==> src/rtl/decode_stage_pkg.sv <==
// Shared encodings for the decode stage: opcodes, control enums and the decoded payload.
// All control values here map one-to-one onto the decode_stage output ports.
package decode_stage_pkg;

  typedef enum logic [3:0] {
    ALU_ADD  = 4'd0,
    ALU_SUB  = 4'd1,
    ALU_SLT  = 4'd2,
    ALU_SLTU = 4'd3,
    ALU_XOR  = 4'd4,
    ALU_OR   = 4'd5,
    ALU_AND  = 4'd6,
    ALU_SLL  = 4'd7,
    ALU_SRL  = 4'd8,
    ALU_SRA  = 4'd9
  } alu_op_e;

  typedef enum logic [2:0] {
    BR_BEQ  = 3'd0,
    BR_BNE  = 3'd1,
    BR_BLT  = 3'd2,
    BR_BGE  = 3'd3,
    BR_BLTU = 3'd4,
    BR_BGEU = 3'd5,
    BR_JAL  = 3'd6,
    BR_JALR = 3'd7
  } br_op_e;

  typedef enum logic [1:0] {
    A_RS1  = 2'd0,
    A_PC   = 2'd1,
    A_ZERO = 2'd2
  } a_sel_e;

  typedef enum logic [1:0] {
    WB_ALU  = 2'd0,
    WB_LOAD = 2'd1,
    WB_PC4  = 2'd2
  } wb_sel_e;

  localparam logic [6:0] OPC_LUI    = 7'b0110111;
  localparam logic [6:0] OPC_AUIPC  = 7'b0010111;
  localparam logic [6:0] OPC_JAL    = 7'b1101111;
  localparam logic [6:0] OPC_JALR   = 7'b1100111;
  localparam logic [6:0] OPC_BRANCH = 7'b1100011;
  localparam logic [6:0] OPC_LOAD   = 7'b0000011;
  localparam logic [6:0] OPC_STORE  = 7'b0100011;
  localparam logic [6:0] OPC_OP_IMM = 7'b0010011;
  localparam logic [6:0] OPC_OP     = 7'b0110011;

  typedef struct packed {
    logic [31:0] imm;
    logic [4:0]  rs1_addr;
    logic [4:0]  rs2_addr;
    logic [4:0]  rd_addr;
    alu_op_e     alu_op;
    br_op_e      br_op;
    logic        branch;
    a_sel_e      a_sel;
    logic        b_sel;
    wb_sel_e     wb_sel;
    logic        rd_wren;
    logic        mem_rden;
    logic        mem_wren;
    logic        illegal;
    logic [2:0]  lsu_op;
  } dec_t;

  typedef struct packed {
    logic [31:0] pc;
    dec_t        dec;
  } entry_t;

  // alt selects SUB/SRA; it is instr[30] for register ops.
  function automatic alu_op_e alu_from_f3(input logic [2:0] f3, input logic alt);
    alu_op_e op;
    case (f3)
      3'b000:  op = alt ? ALU_SUB : ALU_ADD;
      3'b001:  op = ALU_SLL;
      3'b010:  op = ALU_SLT;
      3'b011:  op = ALU_SLTU;
      3'b100:  op = ALU_XOR;
      3'b101:  op = alt ? ALU_SRA : ALU_SRL;
      3'b110:  op = ALU_OR;
      default: op = ALU_AND;
    endcase
    return op;
  endfunction

endpackage

==> src/rtl/decode_stage_instr_dec.sv <==
// Combinational RV32I decoder: instruction word -> dec_t control payload.
// Illegal encodings keep their register fields but carry no side effects and a zero immediate.
module instr_dec
  import decode_stage_pkg::*;
(
  input  logic [31:0] instr,
  output dec_t        dec
);

  logic [6:0]  opcode;
  logic [6:0]  funct7;
  logic [2:0]  funct3;
  logic [31:0] imm_i, imm_s, imm_b, imm_u, imm_j, imm_sh;
  logic        legal;
  logic        writes_rd;
  dec_t        d;

  assign opcode = instr[6:0];
  assign funct3 = instr[14:12];
  assign funct7 = instr[31:25];

  assign imm_i  = {{20{instr[31]}}, instr[31:20]};
  assign imm_s  = {{20{instr[31]}}, instr[31:25], instr[11:7]};
  assign imm_b  = {{19{instr[31]}}, instr[31], instr[7], instr[30:25], instr[11:8], 1'b0};
  assign imm_u  = {instr[31:12], 12'h000};
  assign imm_j  = {{11{instr[31]}}, instr[31], instr[19:12], instr[20], instr[30:21], 1'b0};
  assign imm_sh = {27'd0, instr[24:20]};

  always_comb begin
    d          = '0;
    d.rs1_addr = instr[19:15];
    d.rs2_addr = instr[24:20];
    d.rd_addr  = instr[11:7];
    legal      = 1'b1;
    writes_rd  = 1'b0;
    case (opcode)
      OPC_LUI: begin
        d.a_sel = A_ZERO; d.b_sel = 1'b1; d.imm = imm_u; writes_rd = 1'b1;
      end
      OPC_AUIPC: begin
        d.a_sel = A_PC; d.b_sel = 1'b1; d.imm = imm_u; writes_rd = 1'b1;
      end
      OPC_JAL: begin
        d.a_sel = A_PC; d.b_sel = 1'b1; d.imm = imm_j; d.br_op = BR_JAL;
        d.branch = 1'b1; d.wb_sel = WB_PC4; writes_rd = 1'b1;
      end
      OPC_JALR: begin
        d.b_sel = 1'b1; d.imm = imm_i; d.br_op = BR_JALR;
        d.branch = 1'b1; d.wb_sel = WB_PC4; writes_rd = 1'b1;
        legal = (funct3 == 3'b000);
      end
      OPC_BRANCH: begin
        d.a_sel = A_PC; d.b_sel = 1'b1; d.imm = imm_b; d.branch = 1'b1;
        case (funct3)
          3'b000:  d.br_op = BR_BEQ;
          3'b001:  d.br_op = BR_BNE;
          3'b100:  d.br_op = BR_BLT;
          3'b101:  d.br_op = BR_BGE;
          3'b110:  d.br_op = BR_BLTU;
          3'b111:  d.br_op = BR_BGEU;
          default: legal = 1'b0;
        endcase
      end
      OPC_LOAD: begin
        d.b_sel = 1'b1; d.imm = imm_i; d.mem_rden = 1'b1; d.wb_sel = WB_LOAD;
        d.lsu_op = funct3; writes_rd = 1'b1;
        legal = (funct3 != 3'b011) && (funct3 != 3'b110) && (funct3 != 3'b111);
      end
      OPC_STORE: begin
        d.b_sel = 1'b1; d.imm = imm_s; d.mem_wren = 1'b1; d.lsu_op = funct3;
        legal = (funct3 == 3'b000) || (funct3 == 3'b001) || (funct3 == 3'b010);
      end
      OPC_OP_IMM: begin
        d.b_sel = 1'b1; d.imm = imm_i; writes_rd = 1'b1;
        d.alu_op = alu_from_f3(funct3, 1'b0);
        // Shift-immediates reuse the upper immediate bits as a function field.
        if (funct3 == 3'b001) begin
          d.imm = imm_sh;
          legal = (funct7 == 7'h00);
        end else if (funct3 == 3'b101) begin
          d.imm    = imm_sh;
          d.alu_op = alu_from_f3(funct3, instr[30]);
          legal    = (funct7 == 7'h00) || (funct7 == 7'h20);
        end
      end
      OPC_OP: begin
        writes_rd = 1'b1;
        d.alu_op  = alu_from_f3(funct3, instr[30]);
        legal = (funct7 == 7'h00) ||
                ((funct7 == 7'h20) && ((funct3 == 3'b000) || (funct3 == 3'b101)));
      end
      default: legal = 1'b0;
    endcase

    d.rd_wren = writes_rd && (d.rd_addr != 5'd0);

    if (!legal) begin
      d.imm      = '0;
      d.alu_op   = ALU_ADD;
      d.br_op    = BR_BEQ;
      d.branch   = 1'b0;
      d.a_sel    = A_RS1;
      d.b_sel    = 1'b0;
      d.wb_sel   = WB_ALU;
      d.rd_wren  = 1'b0;
      d.mem_rden = 1'b0;
      d.mem_wren = 1'b0;
      d.lsu_op   = 3'd0;
      d.illegal  = 1'b1;
    end
  end

  assign dec = d;

endmodule

==> src/rtl/decode_stage.sv <==
// Decode stage: instr_dec feeding a 2-entry (main + skid) buffer, one-cycle latency, full throughput.
// Backpressure: output held while stalled; in_ready is a flop that drops once the skid entry fills.
module decode_stage
  import decode_stage_pkg::*;
(
  input  logic        clk,
  input  logic        rst_n,
  input  logic        in_valid,
  output logic        in_ready,
  input  logic [31:0] in_instr,
  input  logic [31:0] in_pc,
  input  logic        flush,
  output logic        out_valid,
  input  logic        out_ready,
  output logic [31:0] out_pc,
  output logic [31:0] out_imm,
  output logic [4:0]  out_rs1_addr,
  output logic [4:0]  out_rs2_addr,
  output logic [4:0]  out_rd_addr,
  output logic [3:0]  out_alu_op,
  output logic [2:0]  out_br_op,
  output logic        out_branch,
  output logic [1:0]  out_a_sel,
  output logic        out_b_sel,
  output logic [1:0]  out_wb_sel,
  output logic        out_rd_wren,
  output logic        out_mem_rden,
  output logic        out_mem_wren,
  output logic        out_illegal,
  output logic [2:0]  out_lsu_op
);

  dec_t   in_dec;
  entry_t in_ent;
  entry_t main_q, main_d, skid_q, skid_d;
  logic   main_vld, main_vld_d, skid_vld, skid_vld_d;
  logic   in_ready_q;
  logic   acc, pop;

  instr_dec u_instr_dec (
    .instr (in_instr),
    .dec   (in_dec)
  );

  assign in_ent.pc  = in_pc;
  assign in_ent.dec = in_dec;

  assign in_ready = in_ready_q;
  assign acc      = in_valid & in_ready_q;
  assign pop      = main_vld & out_ready;

  always_comb begin
    main_d     = main_q;
    skid_d     = skid_q;
    main_vld_d = main_vld;
    skid_vld_d = skid_vld;
    if (flush) begin
      main_vld_d = 1'b0;
      skid_vld_d = 1'b0;
    end else if (!main_vld || pop) begin
      // Main slot frees up: the older skid entry always has priority over new input.
      if (skid_vld) begin
        main_d     = skid_q;
        main_vld_d = 1'b1;
        skid_vld_d = 1'b0;
      end else begin
        main_vld_d = acc;
        if (acc) main_d = in_ent;
      end
    end else if (acc) begin
      skid_d     = in_ent;
      skid_vld_d = 1'b1;
    end
  end

  always_ff @(posedge clk or negedge rst_n) begin
    if (!rst_n) begin
      main_q     <= '0;
      skid_q     <= '0;
      main_vld   <= 1'b0;
      skid_vld   <= 1'b0;
      in_ready_q <= 1'b0;
    end else begin
      main_q     <= main_d;
      skid_q     <= skid_d;
      main_vld   <= main_vld_d;
      skid_vld   <= skid_vld_d;
      in_ready_q <= ~skid_vld_d;
    end
  end

  assign out_valid    = main_vld;
  assign out_pc       = main_q.pc;
  assign out_imm      = main_q.dec.imm;
  assign out_rs1_addr = main_q.dec.rs1_addr;
  assign out_rs2_addr = main_q.dec.rs2_addr;
  assign out_rd_addr  = main_q.dec.rd_addr;
  assign out_alu_op   = main_q.dec.alu_op;
  assign out_br_op    = main_q.dec.br_op;
  assign out_branch   = main_q.dec.branch;
  assign out_a_sel    = main_q.dec.a_sel;
  assign out_b_sel    = main_q.dec.b_sel;
  assign out_wb_sel   = main_q.dec.wb_sel;
  assign out_rd_wren  = main_q.dec.rd_wren;
  assign out_mem_rden = main_q.dec.mem_rden;
  assign out_mem_wren = main_q.dec.mem_wren;
  assign out_illegal  = main_q.dec.illegal;
  assign out_lsu_op   = main_q.dec.lsu_op;

endmodule

==> config.mk <==
export PLATFORM = sky130hd
export DESIGN_NAME = decode_stage
export DESIGN_NICKNAME = d
export VERILOG_FILES = /design/src/rtl/decode_stage_pkg.sv /design/src/rtl/decode_stage_instr_dec.sv /design/src/rtl/decode_stage.sv
export SDC_FILE = /design/constraint.sdc
export NUM_CORES = 1
export LEC_CHECK = 0
export BUFFER_PORTS_ARGS = -buffer_cell sky130_fd_sc_hd__buf_2
export CAP_MARGIN = 20
export CORE_AREA = 2 2 160 162
export CTS_CLUSTER_SIZE = 8
export DETAILED_ROUTE_END_ITERATION = 12
export DIE_AREA = 0 0 162 164
export PLACE_DENSITY_LB_ADDON = 0.05
export REMOVE_ABC_BUFFERS = 1
export SLEW_MARGIN = 20
export SYNTH_ARGS = -nofsm -noshare
export SYNTH_HDL_FRONTEND = slang
export SYNTH_HIERARCHICAL = 1
export SYNTH_SLANG_ARGS = --single-unit
==> constraint.sdc <==
create_clock -name clk -period 2.3 [get_ports clk]
set_clock_uncertainty 0.05 [all_clocks]
set_input_delay 0.115 -clock clk [delete_from_list [all_inputs] [get_ports clk]]
set_output_delay 0.115 -clock clk [all_outputs]
set_load 0.02 [all_outputs]
==> run metrics <==
max-slew violation count=0; root buffer cell=clkbuf_16; fraction of layout cells with a size suffix above 1=58.9%; number of global-route vias before repair=6,944; Core Rows=58; CTS tree=done; post-route cell area=12,300 µm²; fillcell total=2,238; Lkg Pwr=5.76 nW; Die Span X=162 µm; final net count=1,007; leading area contributor after synthesis=dfrtp_1; most frequent cells in the layout=mux2_2, dfrtp_1, buf_2; crit path max fanout=8; post-CTS setup repair buffer count=0; RePlAce Congestion=0.850; commonest non-fill, non-tap cell in the layout=mux2_2; Seq/Total Area, Yosys=51.3%; Synthesis Warnings=6; wire per inst=17.7 µm; DRT Pass-1 Iters=4; post-synth cell types=51; H-tree depth=1; reg-to-reg setup timing slack=0.45 ns; Max-slew headroom=40.5%; first-pass GRT wire length=37.0 mm; initial antenna violation count=0; status=complete, no violations; Fin. Hold Viols=0; Avg Cell Area, Syn=13.6 µm²; CP Capture Type=flip-flop; Synth top area share=51.3%; asr flop ratio synth=100%; Worst EP required=2.72 ns; hold slack final=0.0285 ns; final setup fails=0; CP arrival=2.46 ns; Synth Instances=722; largest net degree at the start of global routing=100; Die Ht=164 µm; Slew @ Worst Pin=0.887 ns; register area=5030 µm²; RSZ-0062 raised after global routing=no; Initial Util=39.5%; power per cell area=752 nW/µm²; Num CTS Buffers=29; latest clock arrival within the worst-skew pair=0.53 ns; maximum VDD drop=0.484 mV; Avg Vias per Cell=5.09; area post-placement=11,000 µm²; WL final=22.5 mm; total die area=26,600 µm²; n_diodes=0; Area contributors post-synth=dfrtp_1, mux2_2, buf_4; synthesized cell area=9800 µm²; antenna violation net count after detailed routing=0; DPL Wire Length=15.1 mm; Worst Setup Start Kind=primary input; CTS clk-pin slew, worst paths=0.05 ns; I/O Pins=170; I/O Buffers=169; Max Freq=490 MHz; Core Footprint=24,800 µm²; minimum clock period=2.04 ns; global route overflow=0; GR Util All Layers=17.2%; DR vias=6,465; #FFs+latches synth=201; worst min path class=primary input to async pin; Area Overhead vs Synth=25.2%; DR iter-0 viols=301; fin crit share=88.8%; Post-synth EDFFs=0; area taken by multi-input logic gates=4380 µm²; Clock Tree Buf Depth=3; Crit Path Class=primary input to flip-flop; DR DRC count=0; Clock Sinks=201; Main synth FF type=dfrtp_1; max-cap violations=0
## power by group
part | total, W | switching, W | leakage, nW | internal (W)
Clock | 0.00365 | 0.00145 | 0.367 | 0.00220
Sequential | 0.00418 | 0.000204 | 2.61 | 0.00398
Combinational | 0.00140 | 0.000703 | 2.79 | 0.000698
Total | 0.00923 | 0.00235 | 5.76 | 0.00687
## critical path, stage by stage
cell and delay (ns):
dlygate4sd3_1 0.54, buf_2 0.14, nor4_2 0.23, buf_4 0.18, a31oi_1 0.11, nor3_4 0.29, nor3_4 0.14, a2111oi_2 0.35
mux2_2 0.23, mux2_2 0.14
## cell usage after synthesis, types with 2 or more instances
cell,n
clkbuf_1,9
nor3_4,3
nor4_1,2
a22oi_1,4
or2_2,2
nor3_1,5
a2111oi_2,2
inv_1,3
xor2_1,2
a21oi_2,11
nor2_4,2
and2_1,2
o21a_1,2
nand3_1,8
or3_1,2
o21ai_2,2
buf_2,23
nor2_1,19
buf_4,20
dfrtp_1,201
buf_6,7
nand2b_1,5
nor2b_1,2
nand2_1,27
o21ai_0,5
a21oi_1,21
and3_1,10
o31ai_1,2
mux2_2,297
## stage by stage
stage                     util [%]  worst slack, ns  cells  total power, W  TNS, ns
after floorplan                  -            -3.18    662         0.00502  -377.93
after CTS                     49.4          0.00625   1269         0.00938        0
final                         49.5            0.257   1269         0.00923        0
after detailed placement      44.2          -0.0592   1182         0.00558  -0.0685
after global routing          49.5           0.0746   1269         0.00968        0
after global placement        44.2           0.0935   1182         0.00552        0
## cell type report
cell class | instances | share of cell area, %
Tap cell | 330 | 3.36
Sequential cell | 201 | 41.0
Inverter | 4 | 0.122
Timing Repair Buffer | 245 | 13.7
Clock buffer | 30 | 5.94
Multi-Input combinational cell | 457 | 35.7
Clock inverter | 2 | 0.143
## sequential cells by signal (all words and copies together) (netlist names), 2 cells and up
register,cells
out_a_sel,2
out_br_op,3
skid_q,99
out_imm,32
out_rd_addr,5
out_pc,32
out_wb_sel,2
out_lsu_op,3
out_rs2_addr,5
out_rs1_addr,5
out_alu_op,4
## routing by layer
| metal | routed length (µm) | up-vias | track usage, % |
|---|---|---|---|
| met3 | 1230 | 36 | 4.02 |
| li1 | - | 2994 | - |
| met2 | 10900 | 153 | 29.5 |
| met1 | 9860 | 3282 | 21.9 |
| met4 | 524 | 0 | 4.59 |
| met5 | 0 | - | 0 |
## worst paths after layout
check	from	end	depth (start not counted)
min in group clk	in_instr[29]	skid_q[44]	3
hold reg to reg	out_imm[9]	out_imm[9]	1
max in group asynchronous	rst_n	out_pc[23]	3
setup reg to reg	out_valid	skid_q[19]	4
hold / removal	rst_n	skid_q[1]	2
setup / recovery	in_instr[28]	out_rd_wren	10
## cell families (layout without fill, tap and decap cells)
kind of cell / after synthesis / in the layout / synth area share [%]
AOI/OAI and AO/OA: 55 / 55 / 4.11
xor gates and xnor gates: 2 / 2 / 0.179
muxes: 297 / 297 / 34.1
buffers and inverters: 64 / 281 / 4.15
DFF: 201 / 201 / 51.3
and+or+nand+nor: 103 / 103 / 6.15
## what timing repair did
action	in CTS	in global routing
resized for setup	0	1
hold endpoints to repair	304	0
hold buffers	55	0
setup endpoints to repair	0	3
No activity file was read; power rests on OpenSTA's default activity.
